[src/rtl/wire_cmd_sequencer_if.sv]
// WireIn/WireOut bundle between the FrontPanel endpoints and wire_cmd_sequencer.
// master = host/endpoint side, slave = sequencer side.
interface wire_cmd_sequencer_if #(
   parameter int WIDTH = 32
);
   logic [31:0]      cmd_wire;
   logic [WIDTH-1:0] opa_wire;
   logic [WIDTH-1:0] opb_wire;
   logic [WIDTH-1:0] result;
   logic [31:0]      status;
   logic             busy;

   modport master (
      output cmd_wire, opa_wire, opb_wire,
      input  result, status, busy
   );

   modport slave (
      input  cmd_wire, opa_wire, opb_wire,
      output result, status, busy
   );
endinterface

[src/rtl/wire_cmd_sequencer.sv]
// Host-driven command sequencer: a rising go bit latches opcode/operands, runs the op
// and posts registered result/status. Define SEQ_MUL_EN to build the shift-add MUL.
module wire_cmd_sequencer #(
   parameter int WIDTH = 32
) (
   input  logic                okClk,
   input  logic                rst_n,
   wire_cmd_sequencer_if.slave bus
);

   localparam logic [1:0] ST_IDLE = 2'd0;
   localparam logic [1:0] ST_EXEC = 2'd1;
   localparam logic [1:0] ST_DONE = 2'd2;

   localparam logic [3:0] OP_NOP = 4'd0;
   localparam logic [3:0] OP_ADD = 4'd1;
   localparam logic [3:0] OP_SUB = 4'd2;
   localparam logic [3:0] OP_MUL = 4'd3;
   localparam logic [3:0] OP_ACC = 4'd4;
   localparam logic [3:0] OP_CLR = 4'd5;

   logic [1:0]       state_q, state_d;
   logic             go_q;
   logic             start_s;
   logic             complete_s;
   logic [3:0]       op_q, op_d;
   logic [WIDTH-1:0] a_q, a_d;
   logic [WIDTH-1:0] b_q, b_d;
   logic [WIDTH-1:0] acc_q, acc_d;
   logic [WIDTH-1:0] result_q, result_d;
   logic             done_q, done_d;
   logic             error_q, error_d;
   logic             overrun_q, overrun_d;
   logic             busy_q, busy_d;
   logic [7:0]       seq_q, seq_d;
   logic             unused_cmd_s;
`ifdef SEQ_MUL_EN
   localparam logic [5:0] MUL_LAST = 6'(WIDTH - 1);
   logic [WIDTH-1:0] prod_q, prod_d;
   logic [5:0]       cnt_q, cnt_d;
`endif

   assign start_s      = bus.cmd_wire[31] & ~go_q;
   assign unused_cmd_s = ^bus.cmd_wire[30:4];

   // Next-state decode: start acceptance, per-opcode execution and completion.
   always_comb begin
      state_d    = state_q;
      op_d       = op_q;
      a_d        = a_q;
      b_d        = b_q;
      acc_d      = acc_q;
      result_d   = result_q;
      done_d     = done_q;
      error_d    = error_q;
      overrun_d  = overrun_q;
      seq_d      = seq_q;
      complete_s = 1'b0;
`ifdef SEQ_MUL_EN
      prod_d     = prod_q;
      cnt_d      = cnt_q;
`endif
      case (state_q)
         ST_IDLE, ST_DONE: begin
            if (start_s) begin
               op_d      = bus.cmd_wire[3:0];
               a_d       = bus.opa_wire;
               b_d       = bus.opb_wire;
               done_d    = 1'b0;
               error_d   = 1'b0;
               overrun_d = 1'b0;
               state_d   = ST_EXEC;
`ifdef SEQ_MUL_EN
               prod_d    = {WIDTH{1'b0}};
               cnt_d     = 6'd0;
`endif
            end else begin
               state_d = state_q;
            end
         end
         ST_EXEC: begin
            // Any start here is dropped, including one landing on the completion edge.
            if (start_s) begin
               overrun_d = 1'b1;
            end else begin
               overrun_d = overrun_q;
            end
            complete_s = 1'b1;
            case (op_q)
               OP_NOP: result_d = result_q;
               OP_ADD: result_d = a_q + b_q;
               OP_SUB: result_d = a_q - b_q;
`ifdef SEQ_MUL_EN
               OP_MUL: begin
                  prod_d = prod_q + (b_q[0] ? a_q : {WIDTH{1'b0}});
                  a_d    = a_q << 1;
                  b_d    = b_q >> 1;
                  cnt_d  = cnt_q + 6'd1;
                  if (cnt_q == MUL_LAST) begin
                     result_d = prod_d;
                  end else begin
                     complete_s = 1'b0;
                  end
               end
`endif
               OP_ACC: begin
                  acc_d    = acc_q + a_q;
                  result_d = acc_d;
               end
               OP_CLR: begin
                  acc_d    = {WIDTH{1'b0}};
                  result_d = {WIDTH{1'b0}};
               end
               default: error_d = 1'b1;
            endcase
            if (complete_s) begin
               state_d = ST_DONE;
               done_d  = 1'b1;
               seq_d   = seq_q + 8'd1;
            end else begin
               state_d = ST_EXEC;
            end
         end
         default: state_d = ST_IDLE;
      endcase
      busy_d = (state_d == ST_EXEC);
   end

   // Control and datapath registers; reset aborts any operation and clears acc.
   always_ff @(posedge okClk or negedge rst_n) begin
      if (!rst_n) begin
         state_q   <= ST_IDLE;
         go_q      <= 1'b0;
         op_q      <= 4'd0;
         a_q       <= {WIDTH{1'b0}};
         b_q       <= {WIDTH{1'b0}};
         acc_q     <= {WIDTH{1'b0}};
         result_q  <= {WIDTH{1'b0}};
         done_q    <= 1'b0;
         error_q   <= 1'b0;
         overrun_q <= 1'b0;
         busy_q    <= 1'b0;
         seq_q     <= 8'd0;
      end else begin
         state_q   <= state_d;
         go_q      <= bus.cmd_wire[31];
         op_q      <= op_d;
         a_q       <= a_d;
         b_q       <= b_d;
         acc_q     <= acc_d;
         result_q  <= result_d;
         done_q    <= done_d;
         error_q   <= error_d;
         overrun_q <= overrun_d;
         busy_q    <= busy_d;
         seq_q     <= seq_d;
      end
   end

`ifdef SEQ_MUL_EN
   // Shift-add multiplier partial product and bit counter.
   always_ff @(posedge okClk or negedge rst_n) begin
      if (!rst_n) begin
         prod_q <= {WIDTH{1'b0}};
         cnt_q  <= 6'd0;
      end else begin
         prod_q <= prod_d;
         cnt_q  <= cnt_d;
      end
   end
`endif

   assign bus.result = result_q;
   assign bus.busy   = busy_q;
   assign bus.status = {16'h0000, seq_q, op_q, overrun_q, error_q, done_q, busy_q};

endmodule

[src/flat_wrapper.sv]
// flat-port wrapper written by rule: the top's interface ports become plain ports
module wire_cmd_sequencer_flat 
#(
   parameter int WIDTH = 32
)
  (okClk, rst_n, bus_cmd_wire, bus_opa_wire, bus_opb_wire, bus_result, bus_status, bus_busy);
  wire_cmd_sequencer_if #(.WIDTH(WIDTH)) bus_i ();
  input  logic okClk;
  input  logic rst_n;
  input wire logic [$bits(bus_i.cmd_wire)-1:0] bus_cmd_wire;
  input wire logic [$bits(bus_i.opa_wire)-1:0] bus_opa_wire;
  input wire logic [$bits(bus_i.opb_wire)-1:0] bus_opb_wire;
  output wire logic [$bits(bus_i.result)-1:0] bus_result;
  output wire logic [$bits(bus_i.status)-1:0] bus_status;
  output wire logic [$bits(bus_i.busy)-1:0] bus_busy;
  assign bus_i.cmd_wire = bus_cmd_wire;
  assign bus_i.opa_wire = bus_opa_wire;
  assign bus_i.opb_wire = bus_opb_wire;
  assign bus_result = bus_i.result;
  assign bus_status = bus_i.status;
  assign bus_busy = bus_i.busy;
  wire_cmd_sequencer #(.WIDTH(WIDTH)) u_core (.okClk(okClk), .rst_n(rst_n), .bus(bus_i));
endmodule
[config.mk]
export PLATFORM = sky130hd
export DESIGN_NAME = wire_cmd_sequencer_flat
export DESIGN_NICKNAME = d
export VERILOG_FILES = /design/src/rtl/wire_cmd_sequencer_if.sv /design/src/rtl/wire_cmd_sequencer.sv /design/src/flat_wrapper.sv
export SDC_FILE = /design/constraint.sdc
export NUM_CORES = 1
export LEC_CHECK = 0
export CORE_UTILIZATION = 45
export DETAILED_ROUTE_END_ITERATION = 7
export DONT_BUFFER_PORTS = 1
export GPL_ROUTABILITY_DRIVEN = 0
export PLACE_DENSITY_LB_ADDON = 0.2
export REMOVE_ABC_BUFFERS = 1
export SETUP_SLACK_MARGIN = 0.2
export SLEW_MARGIN = 0
export SYNTH_ARGS = -nofsm -noshare
export SYNTH_HDL_FRONTEND = slang
export SYNTH_SLANG_ARGS = --single-unit
export TNS_END_PERCENT = 1
[constraint.sdc]
create_clock -name okClk -period 4.9 [get_ports okClk]
set_input_delay 1.47 -clock okClk [delete_from_list [all_inputs] [get_ports okClk]]
set_output_delay 1.47 -clock okClk [all_outputs]
set_load 0.03 [all_outputs]
==> metrics.csv, run 1 <==
stage;metric;value;unit
status;status;complete, but fails checks;
status;failed_checks;design-rule violations;
final_layout;final_core_util;50.0;%
setup_path;crit_arrival;4.74;ns
sta;worstMarginPinSlew;0.781;ns
synthesis;syn_area_per_cell;9.43;um^2
setup_path;crit_required;5.25;ns
floorplan;initial_core_util;45.9;%
final_layout;multi_input_area;5620;um^2
floorplan;fp-row-count;53;
final_layout;seqCellArea;3680;um^2
setup_path;worst-path-max-fanout;15;
drt;via_per_inst;5.77;
final_layout;nFillCells;1966;
synthesis;syn_area;9610;um^2
job;cap_violations;0;
setup_path;rr_startpoint;u_core.op_q[1];
floorplan;die_h;148;um
sta;timing.final.ws_setup;0.503;ns
sta;rsz0062_at_grt;false;
sta;fin_crit_sh;89.7;%
clock_network;cts_buffer_depth;2;
grt;grt-ovfl-total;0;
power_and_ir_drop;leakage;4.65;nW
setup_path;ff2ff_path_depth;13;
setup_path;r2r_slack;0.50;ns
floorplan;coreArea;21000;um^2
drt;ant_nets;0;
clock_network;cts_root_buffer;clkbuf_16;
placed_design;hpwl;18100;um
grt;first_global_vias;7165;
synthesis;synthDistinctLibCells;60;
clock_network;post_cts_buffers;0;
sta;maxSlewHeadroom;47.8;%
synthesis;yosysWarnings;0;
clock_network;cts.repair.resized;0;
synthesis;ys_seq_area_share;38.3;%
setup_path;cp-startpoint;u_core.op_q[1];
drt;dr.first_iter.drc_count;492;
final_layout;drive_above_1_share;12.6;%
clock_network;clkSinkCount;147;
clock_network;clkLatencyLatePin;0.43;ns
clock_network;cts_hold_buf;0;
setup_path;start_kind;flop;
drt;drt-total-wl;24700;um
drt;drcViolationCount;2;
clock_network;cts_max_level;4;
grt;gr-usage-all-layers;23.2;%
synthesis;ys.flop_type;dfrtp_1;
min_path;hold_depth;2;
synthesis;synthCells;1019;
final_layout;final_common_cell;dfrtp_1;
drt;wl_per_cell;19.2;um
sta;min_period;4.40;ns
setup_path;worstReg2RegEnd;u_core.bus.result[28];
grt;antenna_found_initial;1;
drt;firstDrtPassIters;8;
sta;maxSlewViolCount;0;
floorplan;die_w;148;um
clock_network;clk_pin_slew;0.06;ns
setup_path;end_kind;flop;
synthesis;async_reset_ff_share;100;%
final_layout;layout_common_cells;dfrtp_1 (147), nand2_1 (98), nor2_1 (88), a21oi_1 (76), mux2_2 (65);
floorplan;die_area;21900;um^2
power_and_ir_drop;power_density;629;nW/um^2
power_and_ir_drop;finalPower;6.59;mW
synthesis;ys_seq_elements;147;
floorplan;io_pins;163;
sta;fmax;0.227;GHz
clock_network;cts_made_buffers;17;
setup_path;path_class;reg2reg;
final_layout;nets;1163;
sta;whs;0.493;ns
placed_design;place_ws;0.461;ns
sta;setup_viol;0;
final_layout;syn_to_final_growth;9.04;%
drt;vias;7436;
grt;grt_pass1_wl;39200;um
min_path;hold_class;reg2reg;
setup_path;endpoint;u_core.bus.result[28];
sta;fin_skew;0.00756;ns
placed_design;io_buffers;0;
power_and_ir_drop;vdd_drop_max;254;uV
synthesis;synth-edff-count;0;
clock_network;cts_tree;yes;
grt;grt_max_degree;148;
sta;hold_viol;0;
-- logic make-up (layout without fill, tap and decap cells) --
family / after synthesis / in the layout / share of synthesized area, %
xor+xnor: 92 / 92 / 8.39
flops: 147 / 147 / 38.3
fa+ha+maj: 66 / 66 / 8.75
simple gates: 281 / 281 / 13.4
compound gates: 281 / 281 / 19.3
other cells: 1 / 18 / 0.0390
mux: 65 / 65 / 7.62
buf+inv: 86 / 64 / 4.14
-- stage by stage --
step	area (um^2)	std cells	TNS, ns
after floorplan	9330	964	-15.82
after global placement	9830	1255	0
after detailed placement	9830	1255	0
after CTS	10500	1287	0
after global routing	10500	1287	0
final	10500	1289	0
-- critical path: stages (launching register included) --
cell and delay [ns]:
dfrtp_1 0.63, or4b_2 0.85, o41ai_1 0.16, xor2_1 0.27, ha_1 0.36, a211oi_1 0.30, o21bai_1 0.14, a22o_1 0.20
o41a_1 0.47, nor2_4 0.13, nor3b_1 0.06, o311a_1 0.27, or3_1 0.31, a21oi_1 0.15
-- registers in the layout, indices dropped and copies added, names as in the netlist --
name / flops
u_core.a_q: 32
u_core.acc_q: 32
u_core.b_q: 32
u_core.bus.result: 32
u_core.seq_q: 8
u_core.op_q: 4
u_core.state_q: 2
u_core.bus.busy: 1
u_core.done_q: 1
u_core.error_q: 1
u_core.go_q: 1
u_core.overrun_q: 1
-- worst min path at each step --
stage | start | end
6_report | u_core.acc_q[5] | u_core.acc_q[5]
4_1_cts | u_core.acc_q[5] | u_core.acc_q[5]
2_1_floorplan | u_core.acc_q[23] | u_core.acc_q[23]
3_3_place_gp | u_core.acc_q[23] | u_core.acc_q[23]
5_1_grt | u_core.acc_q[2] | u_core.acc_q[2]
3_5_place_dp | u_core.acc_q[5] | u_core.acc_q[5]
-- cell usage after synthesis, types with 9 or more instances --
library cell	n	area share, %
o21ai_0	56	2.9
nor3_1	10	0.52
clkbuf_1	47	1.8
a221oi_1	15	1.4
nand4_1	9	0.59
inv_1	16	0.63
nor2_1	90	3.5
nand2_1	98	3.8
nand2b_1	9	0.59
a21o_1	28	2.2
buf_4	20	1.6
mux2_2	65	7.6
and3_1	10	0.65
nor4_1	9	0.59
ha_1	64	8.3
a21oi_1	76	4.0
o31ai_1	13	1.0
dfrtp_1	147	38
xnor2_1	53	4.8
a32o_1	13	1.4
nand3_1	15	0.78
xor2_1	39	3.6
a31oi_1	18	1.2
-- per-layer routing --
layer,part of all wire (%),global-route usage [%],wire [um],vias to the layer above
li1,-,-,-,3642
met1,49,32.8,12000,3576
met2,44,35.0,10800,191
met3,5.8,5.67,1440,27
met4,1.6,6.75,393,0
met5,0,0,0,-
-- power breakdown --
part           leakage [nW]  switching (mW)  internal [mW]  total, mW
Combinational          2.54            1.66           1.25       2.91
Clock                 0.309           0.558          0.873       1.43
Sequential             1.80           0.669           1.58       2.25
-- area by class of cell --
class                      instances  area share, %
timing repair buffer              16           1.27
inverter                          16          0.573
clock buffer                      18           4.19
clock inverter                    14           1.91
tap                              275           3.28
sequential                       147           35.1
multi-input combinational        801           53.6
antenna                            2         0.0478
(Power assumes the default switching activity.)
==> inputs of run 2 (changes only) <==
--- a/config.mk
+++ b/config.mk
@@ -7,7 +7,6 @@
 export LEC_CHECK = 0
 export CORE_UTILIZATION = 45
 export DETAILED_ROUTE_END_ITERATION = 7
-export DONT_BUFFER_PORTS = 1
 export GPL_ROUTABILITY_DRIVEN = 0
 export PLACE_DENSITY_LB_ADDON = 0.2
 export REMOVE_ABC_BUFFERS = 1
==> metrics.csv, run 2 (synthesized netlist as in run 1, its figures left out) <==
stage;metric;value;unit;change
min_path;hold_class;reg2reg;;unchanged
final_layout;layout_common_cells;dfrtp_1 (147), clkdlybuf4s50_1 (118), nand2_1 (98), nor2_1 (88), a21oi_1 (76);;was dfrtp_1 (147), nand2_1 (98), nor2_1 (88), a21oi_1 (76), mux2_2 (65)
floorplan;die_h;148;um;unchanged
clock_network;cts_root_buffer;clkbuf_16;;unchanged
drt;drcViolationCount;1;;was 2
final_layout;final_core_util;55.4;%;was 50.0%
final_layout;multi_input_area;5620;um^2;unchanged
drt;vias;8035;;was 7436
floorplan;io_pins;163;;unchanged
drt;firstDrtPassIters;7;;was 8
clock_network;cts_max_level;4;;unchanged
setup_path;start_kind;flop;;unchanged
grt;grt-ovfl-total;0;;unchanged
setup_path;end_kind;flop;;unchanged
grt;grt_max_degree;93;;was 148
sta;whs;0.460;ns;was 0.493 ns
drt;wl_per_cell;17.8;um;was 19.2 um
final_layout;drive_above_1_share;10.7;%;was 12.6%
drt;via_per_inst;5.74;;was 5.77
sta;worstMarginPinSlew;0.878;ns;was 0.781 ns
floorplan;die_w;148;um;unchanged
final_layout;diodes;0;;was 2
grt;gr-usage-all-layers;23.6;%;was 23.2%
setup_path;worst-path-max-fanout;6;;was 15
sta;rsz0062_at_grt;false;;unchanged
clock_network;cts_tree;yes;;unchanged
setup_path;crit_required;5.21;ns;was 5.25 ns
grt;grt.met1_usage;35.0;%;was 32.8%
setup_path;cpPeakStageDelay;0.71;ns;was 0.85 ns
floorplan;fp-row-count;53;;unchanged
final_layout;seqCellArea;3680;um^2;unchanged
setup_path;r2r_slack;0.49;ns;was 0.50 ns
status;status;complete, but fails checks;;unchanged
sta;fin_crit_sh;90.0;%;was 89.7%
setup_path;critPathTopFamily;simple AND/OR/NAND/NOR gates;;was compound AO/OA/AOI/OAI gates
final_layout;syn_to_final_growth;20.8;%;was 9.04%
drt;dr.first_iter.drc_count;573;;was 492
final_layout;final_common_cell;dfrtp_1;;unchanged
job;cap_violations;0;;unchanged
sta;min_period;4.41;ns;was 4.40 ns
final_layout;fin_cells;1400;;was 1289
clock_network;clkSinkCount;147;;unchanged
min_path;hold_depth;1;;was 2
clock_network;clk_pin_slew;0.06;ns;about the same
grt;use_met3;4.42;%;was 5.67%
setup_path;rr_startpoint;u_core.b_q[4];;was u_core.op_q[1]
clock_network;cts_hold_buf;0;;unchanged
clock_network;clkLatencyLatePin;0.43;ns;about the same
setup_path;path_class;reg2reg;;unchanged
drt;ant_nets;0;;unchanged
sta;maxSlewHeadroom;41.5;%;was 47.8%
power_and_ir_drop;power_density;593;nW/um^2;was 629 nW/um^2
grt;use_met2;35.3;%;was 35.0%
setup_path;worstReg2RegEnd;u_core.bus.result[25];;was u_core.bus.result[28]
min_path;holdPathEnd;u_core.seq_q[7];;was u_core.acc_q[5]
sta;tns;0;ns;unchanged
floorplan;die_area;21900;um^2;unchanged
sta;fmax;0.227;GHz;about the same
power_and_ir_drop;vdd_drop_max;272;uV;was 254 uV
final_layout;nFillCells;1892;;was 1966
setup_path;ff2ff_path_depth;16;;was 13
clock_network;cts_buffer_depth;2;;unchanged
sta;setup_viol;0;;unchanged
clock_network;cts_made_buffers;17;;unchanged
grt;antenna_found_initial;0;;was 1
final_layout;nets;1279;;was 1163
grt;grt-busiest-layer;met2;;unchanged
sta;maxSlewViolCount;0;;unchanged
setup_path;crit_buf_inv;0;;unchanged
sta;fin_skew;0.0103;ns;was 0.00756 ns
drt;drt-total-wl;24900;um;was 24700 um
power_and_ir_drop;finalPower;6.88;mW;was 6.59 mW
power_and_ir_drop;leakage;5.09;nW;was 4.65 nW
setup_path;cpMaxStageDelayCell;or4b_2;;unchanged
min_path;hp-start;u_core.seq_q[7];;was u_core.acc_q[5]
sta;hold_viol;0;;unchanged
placed_design;io_buffers;119;;was 0
grt;first_global_vias;7482;;was 7165
floorplan;initial_core_util;45.9;%;unchanged
floorplan;coreArea;21000;um^2;unchanged
setup_path;crit_chain;nor4_2 -> and2_1 -> nand2_1 -> or4b_2 -> nor2_1 -> a21oi_1 -> xnor2_1 -> ha_1 -> a21oi_1 -> o21ai_0 -> a31oi_1 -> nand2b_1 -> a311oi_1 -> xnor2_1 -> a221oi_1 -> nor2_1;;was or4b_2 -> o41ai_1 -> xor2_1 -> ha_1 -> a211oi_1 -> o21bai_1 -> a22o_1 -> o41a_1 -> nor2_4 -> nor3b_1 -> o311a_1 -> or3_1 -> a21oi_1
setup_path;crit_arrival;4.72;ns;was 4.74 ns
status;failed_checks;design-rule violations;;unchanged
grt;grt_pass1_wl;40100;um;was 39200 um
placed_design;hpwl;18200;um;was 18100 um
placed_design;place_inst;1371;;was 1255
[run 2: final cells by class]
type / instances / area share [%]
multi-input combinational: 801 / 48.4
tap: 275 / 2.96
sequential: 147 / 31.7
timing repair buffer: 132 / 11.3
clock buffer: 24 / 4.24
inverter: 16 / 0.517
clock inverter: 5 / 0.862
[run 2: repair_timing]
action / 4_1_cts / 5_1_grt
gates resized for setup: 0 / 1
setup buffers: 0 / 0
endpoints found under the setup margin: 0 / 5
[run 2: per-layer routing]
layer	share of wire [%]	vias to the layer above	wire length [um]
li1	-	3876	-
met1	49	3877	12200
met2	44	257	11100
met3	5.3	25	1310
met4	1.2	0	290
met5	0	-	0
[run 2: worst max path at each step]
stage / cells after the start / startpoint / slack (ns) / end
6_report: 16 / u_core.b_q[4] / 0.49 / u_core.bus.result[25]
5_1_grt: 15 / u_core.b_q[8] / 0.20 / u_core.bus.result[25]
4_1_cts: 15 / u_core.b_q[4] / 0.44 / u_core.bus.result[26]
3_5_place_dp: 15 / u_core.b_q[4] / 0.45 / u_core.bus.result[30]
3_3_place_gp: 15 / u_core.b_q[4] / 0.50 / u_core.bus.result[30]
2_1_floorplan: 3 / bus_cmd_wire[31] / -0.24 / u_core.a_q[10]
[run 2: power by group]
group	internal, mW	total [mW]	switching, mW	leakage (nW)
Sequential	1.59	1.92	0.325	1.80
Combinational	1.55	3.62	2.07	2.99
Clock	0.845	1.35	0.501	0.292
[run 2: through the flow]
step	worst slack, ns	area [um^2]
after floorplan	-0.238	9330
after global placement	0.504	11000
after detailed placement	0.451	11000
after CTS	0.440	11600
after global routing	0.200	11600
final	0.491	11600
==> inputs of run 3 (changes only) <==
--- a/config.mk
+++ b/config.mk
@@ -6,6 +6,7 @@
 export NUM_CORES = 1
 export LEC_CHECK = 0
 export CORE_UTILIZATION = 45
+export CTS_CLUSTER_DIAMETER = 60
 export DETAILED_ROUTE_END_ITERATION = 7
 export GPL_ROUTABILITY_DRIVEN = 0
 export PLACE_DENSITY_LB_ADDON = 0.2
==> results of run 3 <==
Final layout, timing and power as in run 2 (identical DEF).
